File: src/rtl/arm_pipe_pkg.sv
// Shared pipeline-control definitions: hazard FSM encoding, default sizing, dependency match helper.
// Combinational helpers only; nothing here holds state.
package arm_pipe_pkg;

   localparam int MAX_WAIT_DEF = 15;
   localparam int CNT_W_DEF    = 16;
   localparam int REG_W        = 4;

   localparam logic [0:0] ST_RUN      = 1'b0;
   localparam logic [0:0] ST_MEM_WAIT = 1'b1;

   typedef logic [REG_W-1:0] reg_id_t;

   // A consumer depends on dest if src1 matches, or src2 matches and src2 is actually read.
   function automatic logic dep_match(input reg_id_t s1,
                                      input reg_id_t s2,
                                      input logic    two,
                                      input reg_id_t dest);
      return (s1 == dest) | (two & (s2 == dest));
   endfunction

endpackage

File: src/rtl/hazard_detect.sv
// RAW dependency detection between ID and the EXE/MEM stages; purely combinational, zero latency.
// With forwarding only a load in EXE can stall; without it any pending writer in EXE or MEM stalls.
module hazard_detect
   import arm_pipe_pkg::*;
(
   input  logic    forward_en,
   input  logic    id_valid,
   input  reg_id_t src1,
   input  reg_id_t src2,
   input  logic    two_src,
   input  reg_id_t exe_dest,
   input  logic    exe_wb_en,
   input  logic    exe_mem_read,
   input  reg_id_t mem_dest,
   input  logic    mem_wb_en,
   output logic    raw_hz
);

   logic exe_match;
   logic mem_match;
   logic load_use;
   logic any_writer;

   assign exe_match  = dep_match(src1, src2, two_src, exe_dest);
   assign mem_match  = dep_match(src1, src2, two_src, mem_dest);

   assign load_use   = id_valid & exe_wb_en & exe_mem_read & exe_match;
   assign any_writer = id_valid & ((exe_wb_en & exe_match) | (mem_wb_en & mem_match));

   assign raw_hz     = forward_en ? load_use : any_writer;

endmodule

File: src/rtl/hazard_ctrl.sv
// Pipeline hazard controller: RAW stall, memory-wait freeze, branch flush (deferred across a freeze).
// hazard/freeze_all/flush are same-cycle combinational; mem_timeout and stall_cnt update on the edge.
module hazard_ctrl
   import arm_pipe_pkg::*;
#(
   parameter int MAX_WAIT = MAX_WAIT_DEF,
   parameter int CNT_W    = CNT_W_DEF
) (
   input  logic             clk,
   input  logic             rst,
   input  logic             forward_en,
   input  logic             id_valid,
   input  logic [3:0]       src1,
   input  logic [3:0]       src2,
   input  logic             two_src,
   input  logic [3:0]       exe_dest,
   input  logic             exe_wb_en,
   input  logic             exe_mem_read,
   input  logic [3:0]       mem_dest,
   input  logic             mem_wb_en,
   input  logic             mem_access,
   input  logic             mem_ready,
   input  logic             branch_taken,
   output logic             hazard,
   output logic             freeze_all,
   output logic             flush,
   output logic             mem_timeout,
   output logic [CNT_W-1:0] stall_cnt
);

   localparam int                WAIT_W   = (MAX_WAIT > 0) ? $clog2(MAX_WAIT + 1) : 1;
   localparam logic [WAIT_W-1:0] WAIT_CAP = WAIT_W'(MAX_WAIT);

   logic [0:0]        state;
   logic [0:0]        state_nxt;
   logic [WAIT_W-1:0] wait_cnt;
   logic [WAIT_W-1:0] wait_cnt_inc;
   logic              flush_pending;
   logic              raw_hz;
   logic              wait_enter;
   logic              wait_step;

   hazard_detect u_detect (
      .forward_en   (forward_en),
      .id_valid     (id_valid),
      .src1         (src1),
      .src2         (src2),
      .two_src      (two_src),
      .exe_dest     (exe_dest),
      .exe_wb_en    (exe_wb_en),
      .exe_mem_read (exe_mem_read),
      .mem_dest     (mem_dest),
      .mem_wb_en    (mem_wb_en),
      .raw_hz       (raw_hz)
   );

   assign freeze_all = mem_access & ~mem_ready;
   // A branch seen while frozen is remembered and applied once the freeze drops.
   assign flush      = (branch_taken | flush_pending) & ~freeze_all;
   assign hazard     = raw_hz & ~freeze_all & ~flush;

   always_comb begin
      state_nxt = state;
      case (state)
         ST_RUN:      if (freeze_all) state_nxt = ST_MEM_WAIT;
         ST_MEM_WAIT: if (mem_ready)  state_nxt = ST_RUN;
         default:                     state_nxt = ST_RUN;
      endcase
   end

   assign wait_enter   = (state == ST_RUN) & freeze_all;
   assign wait_step    = (state == ST_MEM_WAIT) & freeze_all & (wait_cnt != WAIT_CAP);
   assign wait_cnt_inc = wait_cnt + WAIT_W'(1);

   always_ff @(posedge clk or posedge rst) begin
      if (rst) begin
         state <= ST_RUN;
      end else begin
         state <= state_nxt;
      end
   end

   always_ff @(posedge clk or posedge rst) begin
      if (rst) begin
         wait_cnt    <= '0;
         mem_timeout <= 1'b0;
      end else begin
         if (wait_enter) begin
            wait_cnt <= '0;
         end else if (wait_step) begin
            wait_cnt <= wait_cnt_inc;
            // Sticky: the wait is never aborted, the flag just reports it ran long.
            if (wait_cnt_inc == WAIT_CAP) mem_timeout <= 1'b1;
         end
      end
   end

   always_ff @(posedge clk or posedge rst) begin
      if (rst) begin
         flush_pending <= 1'b0;
      end else if (flush) begin
         flush_pending <= 1'b0;
      end else if (branch_taken & freeze_all) begin
         flush_pending <= 1'b1;
      end
   end

   always_ff @(posedge clk or posedge rst) begin
      if (rst) begin
         stall_cnt <= '0;
      end else if ((hazard | freeze_all) && (stall_cnt != {CNT_W{1'b1}})) begin
         stall_cnt <= stall_cnt + CNT_W'(1);
      end
   end

endmodule

File: config.mk
export PLATFORM = sky130hd
export DESIGN_NAME = hazard_ctrl
export DESIGN_NICKNAME = d
export VERILOG_FILES = /design/src/rtl/arm_pipe_pkg.sv /design/src/rtl/hazard_detect.sv /design/src/rtl/hazard_ctrl.sv
export SDC_FILE = /design/constraint.sdc
export NUM_CORES = 1
export LEC_CHECK = 0
export BUFFER_PORTS_ARGS = -buffer_cell sky130_fd_sc_hd__clkbuf_2
export CAP_MARGIN = 20
export CORE_MARGIN = 2
export CORE_UTILIZATION = 42
export CTS_CLUSTER_DIAMETER = 80
export DETAILED_ROUTE_END_ITERATION = 6
export PLACE_DENSITY = 0.68
export SKIP_CTS_REPAIR_TIMING = 1
export SLEW_MARGIN = 25
export SYNTH_ARGS = -nofsm -noshare
export SYNTH_HDL_FRONTEND = slang
export SYNTH_SLANG_ARGS = --single-unit
File: constraint.sdc
create_clock -name clk -period 2.46 [get_ports clk]
set_input_delay 0.246 -clock clk [delete_from_list [all_inputs] [get_ports clk]]
set_output_delay 0.246 -clock clk [all_outputs]
set_load 0.01 [all_outputs]
; ---- Yosys cells after proc, flatten, opt, wreduce, memory -nomap -nowiden
; Cells that the tools add are included.
[word_totals]
regBits = 23
output_inout_bits = 20
[op_classes]
n_addsub = 2
eq_ne = 7
mux = 8
bitwise_logic = 26
reduce_logical = 4
[ops]
columns = op, count
row1 = $add 16x1->16 const B, 1
row2 = $and 1x1->1, 16
row3 = $eq 4x4->1, 4
row4 = $ne 16x16->1 const B, 1
row5 = $mux 4, 2
row6 = $mux 1, 5
row7 = $not 1->1, 5
row8 = $or 1x1->1, 5
row9 = $add 4x1->4 const B, 1
row10 = $eq 4x4->1 const B, 1
row11 = $ne 4x4->1 const B, 1
row12 = $reduce_bool 2->1, 2
row13 = $reduce_and 3->1, 1
row14 = $pmux 1 s2, 1
row15 = $logic_and 1x1->1, 1

; ---- Depth between registers and ports, before layout
[logic_depth]
ltp_word = 11
depth_mapped = 8

; ---- By module
; Synthesis repeated with hierarchy kept, for this count alone.
[unflattened]
cells_unflattened = 136
hier_area_um2 = 1383.8
[modules_own_cells]
columns = module, instances, cells_per_inst, area_each_um2, seq_area_each_um2
row1 = hazard_ctrl, 1, 110, 1186.1, 575.6
row2 = hazard_detect, 1, 26, 197.7, 0.0

; ---- Worst setup path before layout
; No wires, ideal clock.
[synth_path]
path_kind = flip-flop to flip-flop
startpoint = register stall_cnt[2]
endpoint = register stall_cnt[8]
setup_ns = 0.121
arrival_time_ns = 1.740
setup_slack_ns = 0.599
path_stages_with_launch = 9
path_buffers = 2
path_cell_list = dfrtp_1 -> and4_1 -> and3_1 -> buf_4 -> nand2_2 -> nor3_4 -> buf_6 -> mux2i_1 -> a22o_1
[synth_between]
elab_chain_cells = 2
elab_cells_between_ends = 3
cone_classes = add/sub (1) / eq/ne (1) / reduce/logical (1)
[synth_lines]
columns = item, line_no
row1 = start: declaration, hazard_ctrl.sv:28  ; output logic [CNT_W-1:0] stall_cnt
row2 = start signal: assignment, hazard_ctrl.sv:112  ; stall_cnt <= stall_cnt + CNT_W'(1);
row3 = "parallel branches: the longest is 2 deep, another holds $add 16x1->16", --
; Several ways; the timed one is not identified.
; A chain may end at the register's enable or synchronous reset.

; ---- Final worst setup path
; Ends and elaborated chain as after synthesis.

==> summary.md <==
| Metric | Value |
|---|---|
| Status | `finished, final reports clean` |
| Vias in the first global route | `1288` |
| Synth top area cells | `dfrtp_1 (38%), xor2_1 (12%), a211oi_2 (6.6%), xnor2_1 (5.8%), nand3_1 (3.0%)` |
| Die width | `63.9 um` |
| Worst-case reg-to-reg path depth | `7` |
| Clk_lat worst skew | `0.32 ns` |
| Share of the synthesized area in the top cell type | `38.2%` |
| Share of post-route cells with drive strength above 1 | `35.2%` |
| EDFF count, synth | `0` |
| Root buffer cell | `clkbuf_4` |
| Reg clk slew, reported paths | `0.13 ns` |
| Pin count of the biggest net entering global routing | `24` |
| Rel. slew slack | `42.5%` |
| CP Capture Type | `flip-flop` |
| Inserted Clock Buffers | `3` |
| Critical Path Sink | `stall_cnt[8]` |
| Diodes inserted | `0` |
| First-pass GRT wire length | `5.58 mm` |
| PD cells | `576 mW/mm^2` |
| Top_reg_cell synth | `dfrtp_1` |
| Area Growth Syn to Fin | `19.7%` |
| Hold slack | `0.0586 ns` |
| Top post-synthesis cells by count | `dfrtp_1 (23), xor2_1 (20), xnor2_1 (10)` |
| Multi-input gate area | `865 um^2` |
| Initial cell density of the core | `44.5%` |
| Total power after layout | `1040 uW` |
| Final hold violations | `0` |
| Slew of the pin with the lowest slew margin | `0.861 ns` |
| CP required | `2.69 ns` |
| Post-synthesis cell area | `0.00151 mm^2` |
| Fin nets | `224` |
| Post-synth ARST share | `100%` |
| Clk_skew | `0.0102 ns` |
| GR Overflow Total | `0` |
| Crit path max fanout | `12` |
| Register bit count reported by yosys | `23` |
| FF/Latch Area | `576 um^2` |
| Via density | `5.25` |
| DR WL/cell | `13.3 um` |
| H-tree Lvls | `1` |
| Fill count | `335` |
| Clk sink count | `23` |
| Final wirelength | `3.18 mm` |
| Min cycle time layout | `2.09 ns` |
| Placer congestion estimate | `0.829` |
| DRT Pass-1 Iters | `4` |
| Fmax | `0.479 GHz` |
| Initial DRC Count | `33` |
| Final setup vio count | `0` |
| Ports | `47` |
| RSZ-0062 raised after global routing | `no` |
| Core Region | `0.00339 mm^2` |
| Mapped Cells | `146` |
| Ys Warns | `0` |
| Full die area | `0.00409 mm^2` |
| Vias | `1255` |
| Final Cycle Share | `84.9%` |
| Die H | `63.9 um` |
| Post-route DRC | `0` |
| Max Cap Violations | `0` |
| Final core occ | `53.2%` |
| Crit path from | `stall_cnt[2]` |
| Register-to-Register Setup Slack | `0.37 ns` |
| Largest area contributor in the netlist | `dfrtp_1` |
| Sum Neg Setup Slack | `0 ns` |
| Pleak | `0.000867 uW` |
| Initial antenna violation count | `0` |
| CTS tree | `done` |
| Pins over their slew limit | `0` |
| Setup crit start kind | `flip-flop` |
| Site Rows | `21` |
| Max VDD drop | `0.000528 V` |
| Yosys cell types | `37` |
| Most frequent cell after synthesis | `dfrtp_1` |
| ANT nets after route | `0` |
| Synth Area per Inst | `10.3 um^2` |
| Detailed Place HPWL | `2.52 mm` |
| Register area share after synthesis | `38.2%` |
| WP data arrival | `2.32 ns` |
| Max Root-Sink Buffers | `2` |
| Crit Reg-Reg Endpoint | `stall_cnt[8]` |
| Port Buf Inserts | `46` |
| Hold Path Class | `in -> async` |
| Critical path class | `reg -> reg` |
| Syn nets | `176` |
| Total GRT Usage | `17.2%` |
| Critical register-to-register path startpoint | `stall_cnt[2]` |
[worst min-delay path by stage]
| stage | endpoint | cells past startpoint |
|---|---|---|
| after detailed placement | state | 2 |
| final | wait_cnt[1] | 2 |
| after CTS | state | 2 |
| after global routing | state | 2 |
| after floorplan | flush_pending | 1 |
| after global placement | state | 2 |
[metrics by stage]
stage                     instances  area, um^2  worst slack (ns)
after detailed placement        235        1780             0.373
after global routing            239        1800             0.248
after floorplan                 146        1510             0.599
after CTS                       239        1800             0.400
after global placement          235        1780             0.449
final                           239        1800             0.371
[power breakdown]
group | total, uW | switching, uW | internal [uW]
clock | 178 | 117 | 61.0
combinational | 323 | 177 | 146
sequential | 538 | 88.2 | 450
[worst max-delay path, stage by stage, from the launching register on]
cell	delay, ns
dfrtp_1	0.47
and4_1	0.26
and3_1	0.32
nand2_2	0.17
nor3_4	0.23
buf_4	0.24
mux2i_1	0.10
a22o_1	0.20
[placed cells by master (no fill, tap or decap), drive strengths merged, types with 3 or more instances in the layout]
master  count
a211oi     11
a21oi       5
and3        5
buf         3
clkbuf     49
dfrtp      23
ha          3
inv         7
mux2        3
nand2       7
nand3       9
nand4       6
nor2        7
o21ai       4
xnor2      10
xor2       20
[cell families after synthesis]
kind of cell | Yosys count | share of synthesized area (%)
AO/OA/AOI/OAI | 30 | 18.0
XOR/XNOR | 30 | 17.4
adder cells (fa/ha/maj) | 3 | 2.49
buffers and inverters | 13 | 4.48
flip-flops | 23 | 38.2
multiplexers | 5 | 3.57
AND/OR/NAND/NOR | 42 | 15.9
[cell type report]
cell class	count	area share, %
multi-input cells	110	47.9
flip-flops and latches	23	31.9
repair buffers	49	14.0
well taps	46	3.19
inverters	7	1.46
clock buffers	3	1.25
clock inverters	1	0.277
[flip-flops by register name, summed over array words and instances (netlist names)]
register / count
flush_pending: 1
mem_timeout: 1
stall_cnt: 16
state: 1
wait_cnt: 4
[metal layers]
layer	global-route usage (%)	up-vias	wire, um
li1	-	614	-
met1	19.2	608	1360
met2	30.6	26	1610
met3	5.11	7	149
met4	6.79	0	57
met5	0	-	0
Power figures use the tool's default switching activity.
